File: src/rtl/ahb_burst_sequencer.sv
// -----------------------------------------------------------------------------
// ahb_burst_sequencer
//
// Turns one AXI address-channel command (addr/len/size/burst) into the AHB
// address-phase sequence for it, one beat per accepted address phase.
// INCR commands are cut into legal AHB bursts (INCR16/8/4, SINGLE or undefined
// length INCR) and never cross a 1KB boundary. WRAP commands map onto
// WRAP4/8/16, and 2-beat wraps become two SINGLE transfers. FIXED commands
// repeat the start address as SINGLE transfers.
//
// Ports
//   clk, rst      clock, synchronous active-high reset
//   cmd_valid     command present
//   cmd_ready     command accepted when cmd_valid & cmd_ready (high in IDLE)
//   cmd_addr      start address
//   cmd_len       beats - 1
//   cmd_size      log2 bytes per beat
//   cmd_burst     00 FIXED, 01 INCR, 10 WRAP, 11 reserved
//   cmd_write     1 = write
//   hready        AHB ready; the address phase advances only when high
//   htrans        00 IDLE, 10 NONSEQ, 11 SEQ
//   haddr         beat address
//   hburst        AHB burst code of the current chunk
//   hsize/hwrite  copies of cmd_size / cmd_write
//   beat_last     high with the final address phase of the command
//   busy          command in progress
//   cmd_error     one-cycle pulse when a command is rejected
// -----------------------------------------------------------------------------
module ahb_burst_sequencer #(
  parameter int ADDR_W   = 32,
  parameter int LEN_W    = 8,
  parameter int MAX_SIZE = 2
) (
  input  logic              clk,
  input  logic              rst,
  input  logic              cmd_valid,
  output logic              cmd_ready,
  input  logic [ADDR_W-1:0] cmd_addr,
  input  logic [LEN_W-1:0]  cmd_len,
  input  logic [2:0]        cmd_size,
  input  logic [1:0]        cmd_burst,
  input  logic              cmd_write,
  input  logic              hready,
  output logic [1:0]        htrans,
  output logic [ADDR_W-1:0] haddr,
  output logic [2:0]        hburst,
  output logic [2:0]        hsize,
  output logic              hwrite,
  output logic              beat_last,
  output logic              busy,
  output logic              cmd_error
);

  // Beat counters are one bit wider than the length field so that an
  // all-ones length (maximum beat count) is representable.
  localparam int RW = LEN_W + 1;
  // Width for the 1KB-distance arithmetic; at least 12 bits for up to 1024 beats.
  localparam int CW = (RW > 12) ? RW : 12;

  localparam logic [1:0] BT_FIXED = 2'b00;
  localparam logic [1:0] BT_INCR  = 2'b01;
  localparam logic [1:0] BT_WRAP  = 2'b10;

  localparam logic [1:0] HT_IDLE   = 2'b00;
  localparam logic [1:0] HT_NONSEQ = 2'b10;
  localparam logic [1:0] HT_SEQ    = 2'b11;

  localparam logic [2:0] HB_SINGLE = 3'b000;
  localparam logic [2:0] HB_INCR   = 3'b001;
  localparam logic [2:0] HB_WRAP4  = 3'b010;
  localparam logic [2:0] HB_INCR4  = 3'b011;
  localparam logic [2:0] HB_WRAP8  = 3'b100;
  localparam logic [2:0] HB_INCR8  = 3'b101;
  localparam logic [2:0] HB_WRAP16 = 3'b110;
  localparam logic [2:0] HB_INCR16 = 3'b111;

  typedef enum logic {S_IDLE, S_ADDR} state_t;

  typedef struct packed {
    logic [4:0] beats;  // beats in this chunk, 1..16
    logic [2:0] code;   // hburst for this chunk
  } chunk_t;

  // Decides the AHB burst that starts at a chunk boundary. Only the low ten
  // address bits matter because only the distance to the next 1KB line counts.
  function automatic chunk_t chunk_calc(input logic [9:0]    a_lo,
                                        input logic [RW-1:0] rem,
                                        input logic [2:0]    sz,
                                        input logic [1:0]    bt);
    chunk_t         c;
    logic [CW-1:0]  off;
    logic [CW-1:0]  to1k;
    logic [CW-1:0]  avail;
    c.beats = 5'd1;
    c.code  = HB_SINGLE;
    off     = '0;
    to1k    = '0;
    avail   = '0;
    if (bt == BT_INCR) begin
      off   = CW'(11'h400 - {1'b0, a_lo});
      // Rounding up covers an unaligned start whose first beat is partial.
      to1k  = (off + ((CW'(1) << sz) - CW'(1))) >> sz;
      avail = (CW'(rem) < to1k) ? CW'(rem) : to1k;
      if (avail >= CW'(16)) begin
        c.beats = 5'd16;
        c.code  = HB_INCR16;
      end else if (avail >= CW'(8)) begin
        c.beats = 5'd8;
        c.code  = HB_INCR8;
      end else if (avail >= CW'(4)) begin
        c.beats = 5'd4;
        c.code  = HB_INCR4;
      end else if (avail != CW'(1)) begin
        c.beats = 5'(avail);
        c.code  = HB_INCR;
      end
    end else if (bt == BT_WRAP) begin
      // Whole command is one chunk, except a 2-beat wrap which AHB cannot
      // express and which therefore goes out as SINGLE transfers.
      if (rem == RW'(4)) begin
        c.beats = 5'd4;
        c.code  = HB_WRAP4;
      end else if (rem == RW'(8)) begin
        c.beats = 5'd8;
        c.code  = HB_WRAP8;
      end else if (rem == RW'(16)) begin
        c.beats = 5'd16;
        c.code  = HB_WRAP16;
      end
    end
    return c;
  endfunction

  state_t            state_q, state_d;
  logic [ADDR_W-1:0] addr_q, addr_d;
  logic [RW-1:0]     rem_q, rem_d;      // beats left including the current one
  logic [4:0]        chunk_q, chunk_d;  // chunk beats left including the current one
  logic [1:0]        burst_q, burst_d;
  logic [ADDR_W-1:0] wmask_q, wmask_d;  // wrap window size - 1
  logic [1:0]        htrans_q, htrans_d;
  logic [2:0]        hburst_q, hburst_d;
  logic [2:0]        hsize_q, hsize_d;
  logic              hwrite_q, hwrite_d;
  logic              last_q, last_d;
  logic              err_q, err_d;

  // Command-side decode
  logic [RW-1:0]     cmd_beats;
  logic [ADDR_W-1:0] cmd_step;
  logic              wrap_len_ok;
  logic              cmd_bad;
  chunk_t            ch_start;

  assign cmd_beats   = {1'b0, cmd_len} + RW'(1);
  assign cmd_step    = ADDR_W'(1) << cmd_size;
  assign wrap_len_ok = (cmd_len == LEN_W'(1))  || (cmd_len == LEN_W'(3)) ||
                       (cmd_len == LEN_W'(7))  || (cmd_len == LEN_W'(15));
  assign cmd_bad     = (cmd_burst == 2'b11) ||
                       (cmd_size > 3'(MAX_SIZE)) ||
                       ((cmd_burst == BT_WRAP) &&
                        (!wrap_len_ok || ((cmd_addr & (cmd_step - ADDR_W'(1))) != '0)));
  assign ch_start    = chunk_calc(cmd_addr[9:0], cmd_beats, cmd_size, cmd_burst);

  // Beat-side address generation
  logic [ADDR_W-1:0] step;
  logic [ADDR_W-1:0] next_addr;
  logic [RW-1:0]     rem_dec;
  chunk_t            ch_next;

  assign step    = ADDR_W'(1) << hsize_q;
  assign rem_dec = rem_q - RW'(1);

  always_comb begin
    // NOTE: a default on every path keeps this block purely combinational;
    // a missing else branch here would infer a latch.
    next_addr = addr_q;
    case (burst_q)
      // Only the first beat may be unaligned; later beats snap to the size grid.
      BT_INCR: next_addr = (addr_q & ~(step - ADDR_W'(1))) + step;
      BT_WRAP: next_addr = (addr_q & ~wmask_q) | ((addr_q + step) & wmask_q);
      default: next_addr = addr_q;
    endcase
  end

  assign ch_next = chunk_calc(next_addr[9:0], rem_dec, hsize_q, burst_q);

  // Next-state and output logic
  always_comb begin
    state_d  = state_q;
    addr_d   = addr_q;
    rem_d    = rem_q;
    chunk_d  = chunk_q;
    burst_d  = burst_q;
    wmask_d  = wmask_q;
    htrans_d = htrans_q;
    hburst_d = hburst_q;
    hsize_d  = hsize_q;
    hwrite_d = hwrite_q;
    last_d   = last_q;
    err_d    = 1'b0;

    case (state_q)
      S_IDLE: begin
        if (cmd_valid) begin
          if (cmd_bad) begin
            err_d = 1'b1;
          end else begin
            state_d  = S_ADDR;
            addr_d   = cmd_addr;
            rem_d    = cmd_beats;
            chunk_d  = ch_start.beats;
            burst_d  = cmd_burst;
            wmask_d  = (ADDR_W'(cmd_beats) << cmd_size) - ADDR_W'(1);
            htrans_d = HT_NONSEQ;
            hburst_d = ch_start.code;
            hsize_d  = cmd_size;
            hwrite_d = cmd_write;
            last_d   = (cmd_len == '0);
          end
        end
      end
      S_ADDR: begin
        // With hready low nothing moves, so every output holds.
        if (hready) begin
          if (last_q) begin
            state_d  = S_IDLE;
            htrans_d = HT_IDLE;
            last_d   = 1'b0;
          end else begin
            addr_d = next_addr;
            rem_d  = rem_dec;
            last_d = (rem_dec == RW'(1));
            if (chunk_q == 5'd1) begin
              chunk_d  = ch_next.beats;
              hburst_d = ch_next.code;
              htrans_d = HT_NONSEQ;
            end else begin
              chunk_d  = chunk_q - 5'd1;
              htrans_d = HT_SEQ;
            end
          end
        end
      end
      default: state_d = S_IDLE;
    endcase
  end

  always_ff @(posedge clk) begin
    // NOTE: sequential state uses non-blocking assignments only, so every
    // register samples the pre-edge values regardless of statement order.
    if (rst) begin
      state_q  <= S_IDLE;
      addr_q   <= '0;
      rem_q    <= '0;
      chunk_q  <= '0;
      burst_q  <= '0;
      wmask_q  <= '0;
      htrans_q <= HT_IDLE;
      hburst_q <= '0;
      hsize_q  <= '0;
      hwrite_q <= 1'b0;
      last_q   <= 1'b0;
      err_q    <= 1'b0;
    end else begin
      state_q  <= state_d;
      addr_q   <= addr_d;
      rem_q    <= rem_d;
      chunk_q  <= chunk_d;
      burst_q  <= burst_d;
      wmask_q  <= wmask_d;
      htrans_q <= htrans_d;
      hburst_q <= hburst_d;
      hsize_q  <= hsize_d;
      hwrite_q <= hwrite_d;
      last_q   <= last_d;
      err_q    <= err_d;
    end
  end

  assign cmd_ready = (state_q == S_IDLE);
  assign busy      = (state_q == S_ADDR);
  assign htrans    = htrans_q;
  assign haddr     = addr_q;
  assign hburst    = hburst_q;
  assign hsize     = hsize_q;
  assign hwrite    = hwrite_q;
  assign beat_last = last_q;
  assign cmd_error = err_q;

endmodule
File: config.mk
export PLATFORM = sky130hd
export DESIGN_NAME = ahb_burst_sequencer
export DESIGN_NICKNAME = d
export VERILOG_FILES = /design/src/rtl/ahb_burst_sequencer.sv
export SDC_FILE = /design/constraint.sdc
export NUM_CORES = 1
export LEC_CHECK = 0
export ABC_AREA = 1
export BUFFER_PORTS_ARGS = -buffer_cell sky130_fd_sc_hd__clkbuf_2
export CAP_MARGIN = 5
export CORE_ASPECT_RATIO = 1.25
export CORE_UTILIZATION = 25
export CTS_BUF_LIST = sky130_fd_sc_hd__clkbuf_2 sky130_fd_sc_hd__clkbuf_4 sky130_fd_sc_hd__clkbuf_8
export DETAILED_ROUTE_END_ITERATION = 6
export SYNTH_ARGS = -nofsm -noshare
export SYNTH_HDL_FRONTEND = slang
export SYNTH_SLANG_ARGS = --single-unit
File: constraint.sdc
create_clock -name clk -period 9 [get_ports clk]
set_input_delay 0.45 -clock clk [delete_from_list [all_inputs] [get_ports clk]]
set_output_delay 0.45 -clock clk [all_outputs]
set_load 0.05 [all_outputs]
Word-level counts from Yosys, hierarchy flattened
Cells that the tools add are included.
{"block": "totals", "ff_bits": 92, "input_bits": 50, "output_inout_bits": 45, "elab_cells": 154}
{"block": "op_classes", "addsub": 14, "order_cmp": 9, "eq_ne": 25, "shifts": 7, "n_mux": 60, "n_bitwise": 10, "reduce_logical": 16}
{"operator": "$mux 8", "n": 18}
{"operator": "$and 32x32->32", "n": 4}
{"operator": "$mux 32", "n": 4}
{"operator": "$pmux 32 s2", "n": 2}
{"operator": "$sub 32x1->32 const B", "n": 3}
{"operator": "$add 32x32->32", "n": 2}
{"operator": "$not 32->32", "n": 2}
{"operator": "$shl 1x3->32 const A", "n": 2}
{"operator": "$mux 9", "n": 4}
{"operator": "$or 32x32->32", "n": 1}
{"operator": "$reduce_bool 32->1", "n": 1}
{"operator": "$shl 9x3->32", "n": 1}
{"operator": "$mux 5", "n": 5}
{"operator": "$add 12x12->12", "n": 2}
{"operator": "$ge 12x3->1 const B", "n": 2}
{"operator": "$ge 12x4->1 const B", "n": 2}
{"operator": "$ge 12x5->1 const B", "n": 2}
{"operator": "$lt 9x12->1", "n": 2}
{"operator": "$mux 12", "n": 2}
{"operator": "$ne 12x1->1 const B", "n": 2}
{"operator": "$shl 1x3->12 const A", "n": 2}
{"operator": "$shr 12x3->12", "n": 2}
{"operator": "$sub 11x10->12 const A", "n": 2}
{"operator": "$sub 12x1->12 const B", "n": 2}
{"operator": "other kinds (35)", "n": 70}

Logic depth before layout (Yosys ltp)
Gate-level depths: netlist of the first run.
{"block": "depth", "depth_word": 21, "depth_mapped": 54, "mapped_depth_nobuf": 52}

Worst setup path before layout of the first run
OpenSTA, ideal clock, no wires.
{"block": "synth_timing", "path_type": "flip-flop to flip-flop", "start": "register hsize_q[0] (netlist: hsize[0])", "end": "register hburst_q[0] (netlist: hburst[0])", "setup_time_ps": 109, "arrival_time_ps": 6174, "required_time_ps": 8891, "slack_ps": 2718, "stages_incl_launch_ff": 48, "path_cell_list": "dfxtp_1 inv_1 nand2_1 inv_1 ha_1 fa_1 nand2_1 inv_1 nand2_1 a21oi_1 a211oi_1 xor2_1 a21oi_1 o21ai_0 o211ai_1 o21ai_0 ha_1 ha_1 [... 12 more ...] inv_1 ha_1 inv_1 nor3_1 a211oi_1 nand2_1 nand2_1 nand2_1 nand2_2 buf_6 o21ai_0 nand2_1 nor2_1 nand3_1 nand3_1 nand3_1 nand2_1 inv_1"}
{"block": "synth_via", "elab_chain_len": 21, "word_cells_on_any_way": 29, "classes_between": "6 x add/sub; 4 x order compare; 1 x eq/ne; 3 x shift; 11 x mux; 4 x bitwise"}
{"element": "from (decl)", "line_no": "142", "rtl": "logic [2:0] hsize_q, hsize_d;"}
{"element": "from (signal assigned)", "line_no": "273", "rtl": "hsize_q <= hsize_d;"}
{"element": "$shl 1x3->32", "line_no": "170", "rtl": "assign step = ADDR_W'(1) << hsize_q;"}
{"element": "$sub 32x1->32", "line_no": "179", "rtl": "BT_INCR: next_addr = (addr_q & ~(step - ADDR_W'(1))) + step;"}
{"element": "$not 32->32", "line_no": "179"}
{"element": "$and 32x32->32", "line_no": "179"}
{"element": "$add 32x32->32", "line_no": "179"}
{"element": "$pmux 32 s2", "line_no": "177", "rtl": "case (burst_q)"}
{"element": "$sub 11x10->12", "line_no": "100", "rtl": "off = CW'(11'h400 - {1'b0, a_lo});"}
{"element": "$add 12x12->12", "line_no": "102", "rtl": "to1k = (off + ((CW'(1) << sz) - CW'(1))) >> sz;"}
{"element": "[... 2 more ...]"}
{"element": "$mux 12 (*)", "line_no": "103", "rtl": "avail = (CW'(rem) < to1k) ? CW'(rem) : to1k;"}
{"element": "parallel branches: the longest is 4 deep, another holds $ge 12x3->1"}
{"element": "$mux 8 (*)", "line_no": "104", "rtl": "if (avail >= CW'(16)) begin"}
{"element": "$mux 8 (*)", "line_no": "99", "rtl": "if (bt == BT_INCR) begin"}
{"element": "$mux 3 (*)", "line_no": "233", "rtl": "if (chunk_q == 5'd1) begin"}
{"element": "$mux 3 (*)", "line_no": "225", "rtl": "if (last_q) begin"}
{"element": "$mux 3 (*)", "line_no": "224", "rtl": "if (hready) begin"}
{"element": "$pmux 3 s2 (*)", "line_no": "202", "rtl": "case (state_q)"}
{"element": "to (signal assigned)", "line_no": "272", "rtl": "hburst_q <= hburst_d;"}
{"element": "to (decl)", "line_no": "141", "rtl": "logic [2:0] hburst_q, hburst_d;"}
Mark *: on every way between the ends. The select of a mux whose other input is x is not followed.
A chain may end at the register's enable or synchronous reset.

Worst setup path after layout of the first run
{"block": "layout_timing", "start": "register hsize_q[2] (netlist: hsize[2])", "end": "register hburst_q[0] (netlist: hburst[0])"}
Same word-level chain as after synthesis.

==> summary.txt, run 1 <==
outcome: finished, final reports clean
Remaining DRCs: 0
EDFF count, synth: 0
RSZ-0062 raised after global routing: false
Slew Limit Fails: 0
final hold vios: 0
Final #Nets: 1853
GRT Total Usage: 17.1%
non-filler instance count after layout: 2226
Post-Syn Area per Cell: 6.00 sq um
Max Buffers Root-to-Sink: 2
core area: 39300 sq um
met2 wire length: 16500 microns
initial antenna violation count: 2
global-route wire length before repair: 55700 microns
hold slack: 288 ps
crit start category: register
die height: 226 microns
die area: 40900 sq um
final setup skew: 15.7 ps
top sig layer: met5
commonest non-fill, non-tap cell in the layout: nand2_1
ys flop type: dfxtp_1
pre-CTS setup slack: 1880 ps
Reg clk slew, reported paths: 90 ps
antenna-violating nets left: 0
critical path's most frequent cell: nand2_1
clock sinks: 91
Total Routed Length: 35100 microns
First-pass DRT Iterations: 6
crit-path max cell delay: 870 ps
Worst Path Max Fanout: 18
Resized Gates After CTS: 0
Yosys reg bits: 91
largest net degree at the start of global routing: 53
# rows: 81
wl on met1: 14900 microns
Initial Utilization: 25.5%
DRT iter0 DRCs: 1026
worst setup margin: 1730 ps
Max Cap Violations: 0
P&R area growth vs syn: 10.2%
Chip Width: 181 microns
Worst Max-Slew Pin Slew: 1070 ps
Hold Buf Count CTS: 0
Detailed Place HPWL: 28000 microns
IO Port Bufs: 94
Placed Instances: 2211
Setup Buffers After CTS: 0
synth warn: 0
WL/cell: 15.8 microns
critical path class: register to register
PD cells: 122 nW/um^2
syn_nets: 1802
min Tclk post-route: 7270 ps
via count: 11.4k
VDD IR max: 0.0779 mV
Worst Hold Class: input pin to register
CTS buffer count: 9
leakage power: 4.96 nW
Worst EP required: 9300 ps
sequential area share after synthesis: 18.2%
CTS Root Cell: clkbuf_8
Netlist cell types: 58
layout cell share with drive strength beyond 1: 10.4%
# IOs: 95
FMAX: 137 MHz
Max transition margin: 27.1%
GP Congestion: 0.964
period utilization: 80.8%
CTS tree: done
final setup violation count: 0
number of global-route vias before repair: 10.7k
most frequent cells in the layout: nand2_1, inv_1, o21ai_0
CP endpoint kind: register
via-per-instance ratio: 5.10
clock insertion delay at the later pin of the skew report: 390 ps
ys async rst share: 0%
H-tree Lvls: 3
CP max-delay cell: dfxtp_1
setup_tns: 0 ps
Routed met3 length: 1820 microns
global route overflow: 0
Post-Syn Area: 10000 sq um
cells after synthesis: 1673
Worst EP arrival: 7570 ps
-- cell type report --
class / count / area (sq um)
multi-input cells: 1277 / 6990
diodes: 1 / 2.50
clock buffers: 10 / 138
well taps: 498 / 623
repair buffers: 105 / 553
clock inverters: 4 / 28.8
flip-flops and latches: 91 / 1820
fillers: 4385 / 28300
inverters: 240 / 903
-- critical path, delay by kind of cell (launching register included) --
kind	cells	cell delay, ps
and+or+nand+nor	23	2090
DFF	1	870
xor gates and xnor gates	1	180
adders and majority gates	5	1690
AOI/OAI and AO/OA	10	1690
buffers and inverters	8	650
-- synthesized netlist by cell type, drive strengths merged (3+ instances only) --
cell / n / share of area, %
fa: 3 / 0.60
clkinv: 3 / 0.11
a211oi: 6 / 0.45
o21ai: 164 / 8.3
o211ai: 14 / 1.0
nand4: 25 / 1.6
nand2: 398 / 15
dfxtp: 91 / 18
ha: 76 / 9.5
a22oi: 16 / 1.2
xor2: 22 / 1.9
a21oi: 135 / 6.8
o32ai: 4 / 0.35
o221ai: 8 / 0.70
and2: 3 / 0.19
inv: 237 / 8.9
nor2: 144 / 5.9
clkbuf: 43 / 1.6
nand3b: 3 / 0.22
o21bai: 6 / 0.45
nand3: 130 / 7.1
a221oi: 8 / 0.70
nor3: 38 / 2.0
or2: 10 / 0.62
o21a: 5 / 0.37
buf: 22 / 1.6
a31oi: 20 / 1.3
xnor2: 7 / 0.61
o22ai: 12 / 0.75
nor4: 9 / 0.56
-- state kept, by name, summed over array words and instances (netlist names) --
signal and cells:
beat_last 1, burst_q 2, busy 1, chunk_q 5, cmd_error 1, haddr 32
hburst 3, hsize 3, htrans 2, hwrite 1, rem_q 9, wmask_q 31
-- layer usage --
| metal | up-vias | GRT usage [%] |
|---|---|---|
| li1 | 5700 | - |
| met2 | 368 | 28.9 |
| met1 | 5202 | 20.8 |
| met5 | - | 0 |
| met4 | 2 | 10.1 |
| met3 | 90 | 2.05 |
-- final timing paths --
kind / slack [ps] / endpoint / cells past startpoint / from
worst max-delay path: 1730 / hburst[0]$_SDFFE_PP0P_ / 47 / hsize[2]$_SDFFE_PP0P_
worst max register to register: 1730 / hburst[0]$_SDFFE_PP0P_ / 47 / hsize[2]$_SDFFE_PP0P_
worst min register to register: 470 / htrans[1]$_SDFFE_PP0P_ / 2 / htrans[1]$_SDFFE_PP0P_
worst min-delay path: 290 / hwrite$_SDFFE_PP0P_ / 3 / cmd_write
-- cell families (layout without fill, tap and decap cells) --
kind of cell	after synthesis	in the layout	share of synthesized area, %
and+or+nand+nor	761	761	33.7
AOI/OAI and AO/OA	406	406	23.1
buffers and inverters	305	359	12.2
DFF	91	91	18.2
adders and majority gates	79	79	10.1
xor gates and xnor gates	29	29	2.53
muxes	2	2	0.200
other	0	1	0
-- power by group --
| part | internal, W | switching, W | leakage (nW) |
|---|---|---|---|
| Sequential | 0.000423 | 0.0000304 | 0.741 |
| Combinational | 0.000198 | 0.000434 | 4.14 |
| Clock | 0.000105 | 0.000154 | 0.0802 |
| Total | 0.000727 | 0.000618 | 4.96 |
-- stage by stage --
step	power (W)	instance area (sq um)	util [%]
2_1_floorplan	0.000932	10000	-
3_3_place_gp	0.00108	10900	27.7
3_5_place_dp	0.00109	10900	27.7
4_1_cts	0.00135	11100	28.1
5_1_grt	0.00145	11100	28.1
6_report	0.00134	11100	28.1
Power figures use the tool's default switching activity.
==> run 2: changes to the inputs <==
Clock period 9 ns to 6.55 ns, I/O delays scaled along.
==> summary.txt, run 2 (synthesis results as in run 1) <==
CTS tree: done
GRT Total Usage: 17.2%
outcome: finished, final reports clean
PD cells: 170 nW/um^2
critical path's most frequent cell: nand2_1
die area: 40900 sq um
clock insertion delay at the later pin of the skew report: 400 ps
reg2reg setup slack: 340 ps
initial antenna violation count: 0
Remaining DRCs: 0
CTS buffer count: 9
final setup skew: 6.84 ps
Worst Hold Class: input pin to register
core area: 39300 sq um
R2R Path End: chunk_q[3]$_SDFFE_PP0P_
P&R area growth vs syn: 16.5%
worst setup margin: 343 ps
First-pass DRT Iterations: 7
worst reg2reg path depth: 44
# rows: 81
leakage power: 5.24 nW
Hold Path End: hwrite$_SDFFE_PP0P_
hold path startpoint: cmd_write
antenna-violating nets left: 0
IO Port Bufs: 94
Chip Width: 181 microns
hold depth: 3
Slew Limit Fails: 0
critical path class: register to register
Reg clk slew, reported paths: 100 ps
Worst EP required: 6880 ps
CTS Root Cell: clkbuf_8
non-filler instance count after layout: 2276
Max Cap Violations: 0
crit-path max cell delay: 420 ps
final hold vios: 0
H-tree Lvls: 3
Worst Path Max Fanout: 7
largest net degree at the start of global routing: 53
Final #Nets: 1902
# IOs: 95
Detailed Place HPWL: 28700 microns
DRT iter0 DRCs: 950
via count: 11.8k
CP max-delay cell: dfxtp_4
layout cell share with drive strength beyond 1: 14.6%
VDD IR max: 0.0813 mV
FMAX: 161 MHz
Worst EP arrival: 6540 ps
global-route wire length before repair: 56400 microns
Max transition margin: 29.2%
global route overflow: 0
die height: 226 microns
number of global-route vias before repair: 10.9k
period utilization: 94.8%
Worst R2R Start: hsize[1]$_SDFFE_PP0P_
Placed Instances: 2236
Total Routed Length: 36500 microns
WL/cell: 16.0 microns
commonest non-fill, non-tap cell in the layout: nand2_1
number of flip-flops in the largest register: 32
pre-CTS setup slack: -16.0 ps
min Tclk post-route: 6210 ps
Max Buffers Root-to-Sink: 2
antenna cells: 0
clock sinks: 91
Hold Buf Count CTS: 0
FILL cells: 4414
Final Util: 29.7%
final setup violation count: 0
Initial Utilization: 25.5%
GP Congestion: 0.975
most frequent cells in the layout: nand2_1, inv_1, o21ai_0
Worst Max-Slew Pin Slew: 1040 ps
via-per-instance ratio: 5.18
CP endpoint kind: register
crit start category: register
-- run 2: changes by cell type in the layout (fill, tap and decap cells not counted), sizes merged --
cell	change
nand2	+1
bufinv	+1
clkbuf	+1
inv	+1
buf	+46
diode	-1
clkinvlp	+1
-- run 2: worst max path at each step --
stage,startpoint,to,slack [ps],cells past startpoint
after CTS,hsize[1]$_SDFFE_PP0P_,hburst[2]$_SDFFE_PP0P_,30,49
after detailed placement,hsize[2]$_SDFFE_PP0P_,hburst[2]$_SDFFE_PP0P_,-20,47
final,hsize[1]$_SDFFE_PP0P_,chunk_q[3]$_SDFFE_PP0P_,340,44
after floorplan,hsize[0]$_SDFFE_PP0P_,hburst[0]$_SDFFE_PP0P_,270,47
after global placement,hsize[2]$_SDFFE_PP0P_,hburst[2]$_SDFFE_PP0P_,120,47
after global routing,hsize[1]$_SDFFE_PP0P_,chunk_q[3]$_SDFFE_PP0P_,-100,48
-- run 2: critical path, delay by kind of cell (launching register included) --
family / cells / cell delay, ps
xor+xnor: 1 / 190
fa+ha+maj: 4 / 1100
buf+inv: 4 / 430
compound gates: 12 / 1610
simple gates: 23 / 2370
flops: 1 / 420
-- run 2: final cells by class --
cell class                 count  area [sq um]  area share, %
sequential                    91          1830           15.7
clock buffer                   9           124           1.06
clock inverter                 7          75.1          0.642
multi-input combinational   1278          7150           61.2
inverter                     240           912           7.80
tap                          498           623           5.33
timing repair buffer         153           972           8.32
-- run 2: timing repair --
item,CTS,global route
gates resized for setup,3,49
pin swaps,0,22
cloned,0,3
endpoints found under the hold margin,0,0
endpoints found under the setup margin,6,8
buffers inserted,0,21
-- run 2: power breakdown --
group | switching (W) | leakage [nW] | internal [W]
Clock | 0.000229 | 0.0975 | 0.000179
Combinational | 0.000636 | 4.39 | 0.000324
Sequential | 0.0000413 | 0.743 | 0.000581
Total | 0.000907 | 5.24 | 0.00108
-- run 2: per-layer routing --
| metal | wire (microns) | GRT usage [%] | vias up |
|---|---|---|---|
| li1 | - | - | 5798 |
| met1 | 15500 | 21.2 | 5498 |
| met2 | 17400 | 29.2 | 404 |
| met3 | 1820 | 1.64 | 96 |
| met4 | 1710 | 9.57 | 0 |
| met5 | 0 | 0 | - |
-- run 2: metrics by stage --
stage | TNS, ps | instance area, sq um | hold WS, ps | total power (W)
2_1_floorplan | 0 | 10000 | 446 | 0.00128
3_3_place_gp | 0 | 11100 | 461 | 0.00151
3_5_place_dp | -18.0 | 11100 | 463 | 0.00151
4_1_cts | 0 | 11300 | 145 | 0.00192
5_1_grt | -357 | 11700 | 156 | 0.00213
6_report | 0 | 11700 | 156 | 0.00199
==> run 3: changes to the inputs <==
Settings changed: ABC_AREA 1 to not set.
==> summary.txt, run 3 <==
Max transition margin: 28.0%
CTS buffer count: 9
CTS tree: done
# rows: 84
worst setup margin: 191 ps
Total Routed Length: 42600 microns
antenna-violating nets left: 0
Final Util: 31.1%
CP max-delay cell: mux4_2
leading area contributor after synthesis: dfxtp_1
most common cell in the netlist: nand2_1
# IOs: 95
final instance area: 13100 sq um
final hold vios: 0
Yosys reg bits: 91
crit-path max cell delay: 510 ps
die height: 232 microns
Detailed Place HPWL: 33200 microns
CTS Root Cell: clkbuf_8
Worst EP required: 6850 ps
min Tclk post-route: 6360 ps
clock insertion delay at the later pin of the skew report: 390 ps
Netlist cell types: 104
WL/cell: 19.4 microns
ys async rst share: 0%
P&R area growth vs syn: 23.0%
leakage power: 5.12 nW
ys flop type: dfxtp_1
layout cell share with drive strength beyond 1: 22.2%
final setup violation count: 0
Worst EP arrival: 6660 ps
Final #Nets: 1768
Max Cap Violations: 0
FMAX: 157 MHz
Max Buffers Root-to-Sink: 2
number of flip-flops in the largest register: 32
sequential area share after synthesis: 17.2%
Worst Max-Slew Pin Slew: 1070 ps
via-per-instance ratio: 5.57
via count: 12.3k
Worst Hold Class: input pin to register
commonest non-fill, non-tap cell in the layout: nand2_1
Post-Syn Area per Cell: 7.13 sq um
number of global-route vias before repair: 11.5k
syn_nets: 1617
share of the synthesized area in the top cell type: 17.2%
VDD IR max: 0.0896 mV
Worst Path Max Fanout: 6
Hold Buf Count CTS: 0
die area: 43300 sq um
Chip Width: 186 microns
FILL cells: 4554
First-pass DRT Iterations: 7
EDFF count, synth: 0
Post-DP Area: 12400 sq um
pre-CTS setup slack: -42.3 ps
outcome: finished, final reports clean
PD cells: 163 nW/um^2
cells after synthesis: 1488
Placed Instances: 2178
period utilization: 97.1%
DRT iter0 DRCs: 831
Slew Limit Fails: 0
non-filler instance count after layout: 2203
GP Congestion: 0.945
core area: 41900 sq um
most frequent cells in the layout: nand2_1, nor2_1, buf_4
hold slack: 161 ps
initial antenna violation count: 1
GRT Total Usage: 19.3%
Remaining DRCs: 0
Initial Utilization: 25.3%
clock sinks: 91
top cells by count, synth: nand2_1, nor2_1, a21oi_1
crit start category: register
final setup skew: 20.4 ps
H-tree Lvls: 3
largest net degree at the start of global routing: 73
antenna cells: 0
CP endpoint kind: register
synth top area cells: dfxtp_1, ha_1, a21oi_1
IO Port Bufs: 94
synth warn: 0
Post-Syn Area: 10600 sq um
Reg clk slew, reported paths: 100 ps
global route overflow: 0
critical path class: register to register
global-route wire length before repair: 65100 microns
[run 3: cell types whose count changed in the layout (fill, tap and decap cells not counted), moves of 12 or more]
cell and delta:
nand2_1 -203, inv_1 -162, o21ai_0 -94, buf_4 +80, nand3_1 -76, xnor2_1 +36, a211oi_1 +30, nor2_1 +21
nand2_2 -20, and3_1 +16, mux2i_1 +16, nand2b_1 +16, nor2b_1 +12
[run 3: layer usage]
layer / up-vias / GRT usage (%) / part of all wire (%)
met2: 493 / 32.9 / 48
li1: 5808 / - / -
met5: - / 0 / 0
met4: 0 / 10.2 / 4.9
met3: 99 / 2.31 / 5.7
met1: 5880 / 23.5 / 41
[run 3: cell type report]
class | instances | area (sq um) | area share (%)
clock buffer | 11 | 139 | 1.06
sequential | 91 | 1830 | 14.1
clock inverter | 5 | 85.1 | 0.652
tap | 559 | 699 | 5.36
multi-input combinational | 1232 | 8480 | 65.0
inverter | 72 | 273 | 2.09
timing repair buffer | 233 | 1540 | 11.8
[run 3: worst paths after layout]
kind                         startpoint                      end  slack [ps]  depth (start not counted)
hold / removal                cmd_write      hwrite$_SDFFE_PP0P_         160                          3
setup / recovery  hsize[1]$_SDFFE_PP0P_  chunk_q[2]$_SDFFE_PP0P_         190                         33
setup reg to reg  hsize[1]$_SDFFE_PP0P_  chunk_q[2]$_SDFFE_PP0P_         190                         33
hold reg to reg     hwrite$_SDFFE_PP0P_      hwrite$_SDFFE_PP0P_         460                          2
[run 3: through the flow]
| stage | power [W] | setup TNS (ps) |
|---|---|---|
| floorplan | 0.00127 | 0 |
| global placement | 0.00160 | 0 |
| detailed placement | 0.00160 | -133 |
| CTS | 0.00206 | 0 |
| global route | 0.00225 | -596 |
| finish | 0.00213 | 0 |
[run 3: where the power goes]
| group | internal, W | switching [W] | total, W |
|---|---|---|---|
| logic | 0.000437 | 0.000618 | 0.00105 |
| registers | 0.000579 | 0.0000481 | 0.000627 |
| clock network | 0.000227 | 0.000222 | 0.000448 |
| total | 0.00124 | 0.000888 | 0.00213 |
[run 3: worst max-delay path: cells and delay by family, from the launching register on]
family	cells	cell delay, ps
compound gates	13	2340
simple gates	9	990
xor+xnor	1	90
buf+inv	4	500
fa+ha+maj	4	1310
flops	1	370
mux	2	660
[run 3: cell families after synthesis]
kind of cell / synth area share (%)
AO/OA/AOI/OAI: 30.9
XOR/XNOR: 5.78
adder cells (fa/ha/maj): 9.53
buffers and inverters: 6.77
flip-flops: 17.2
multiplexers: 4.18
AND/OR/NAND/NOR: 25.7
[run 3: repair_timing]
item                       4_1_cts  5_1_grt
buffers inserted                 1        9
setup endpoints to repair        7        8
pin swaps                        1       43
gates resized for setup          8       68
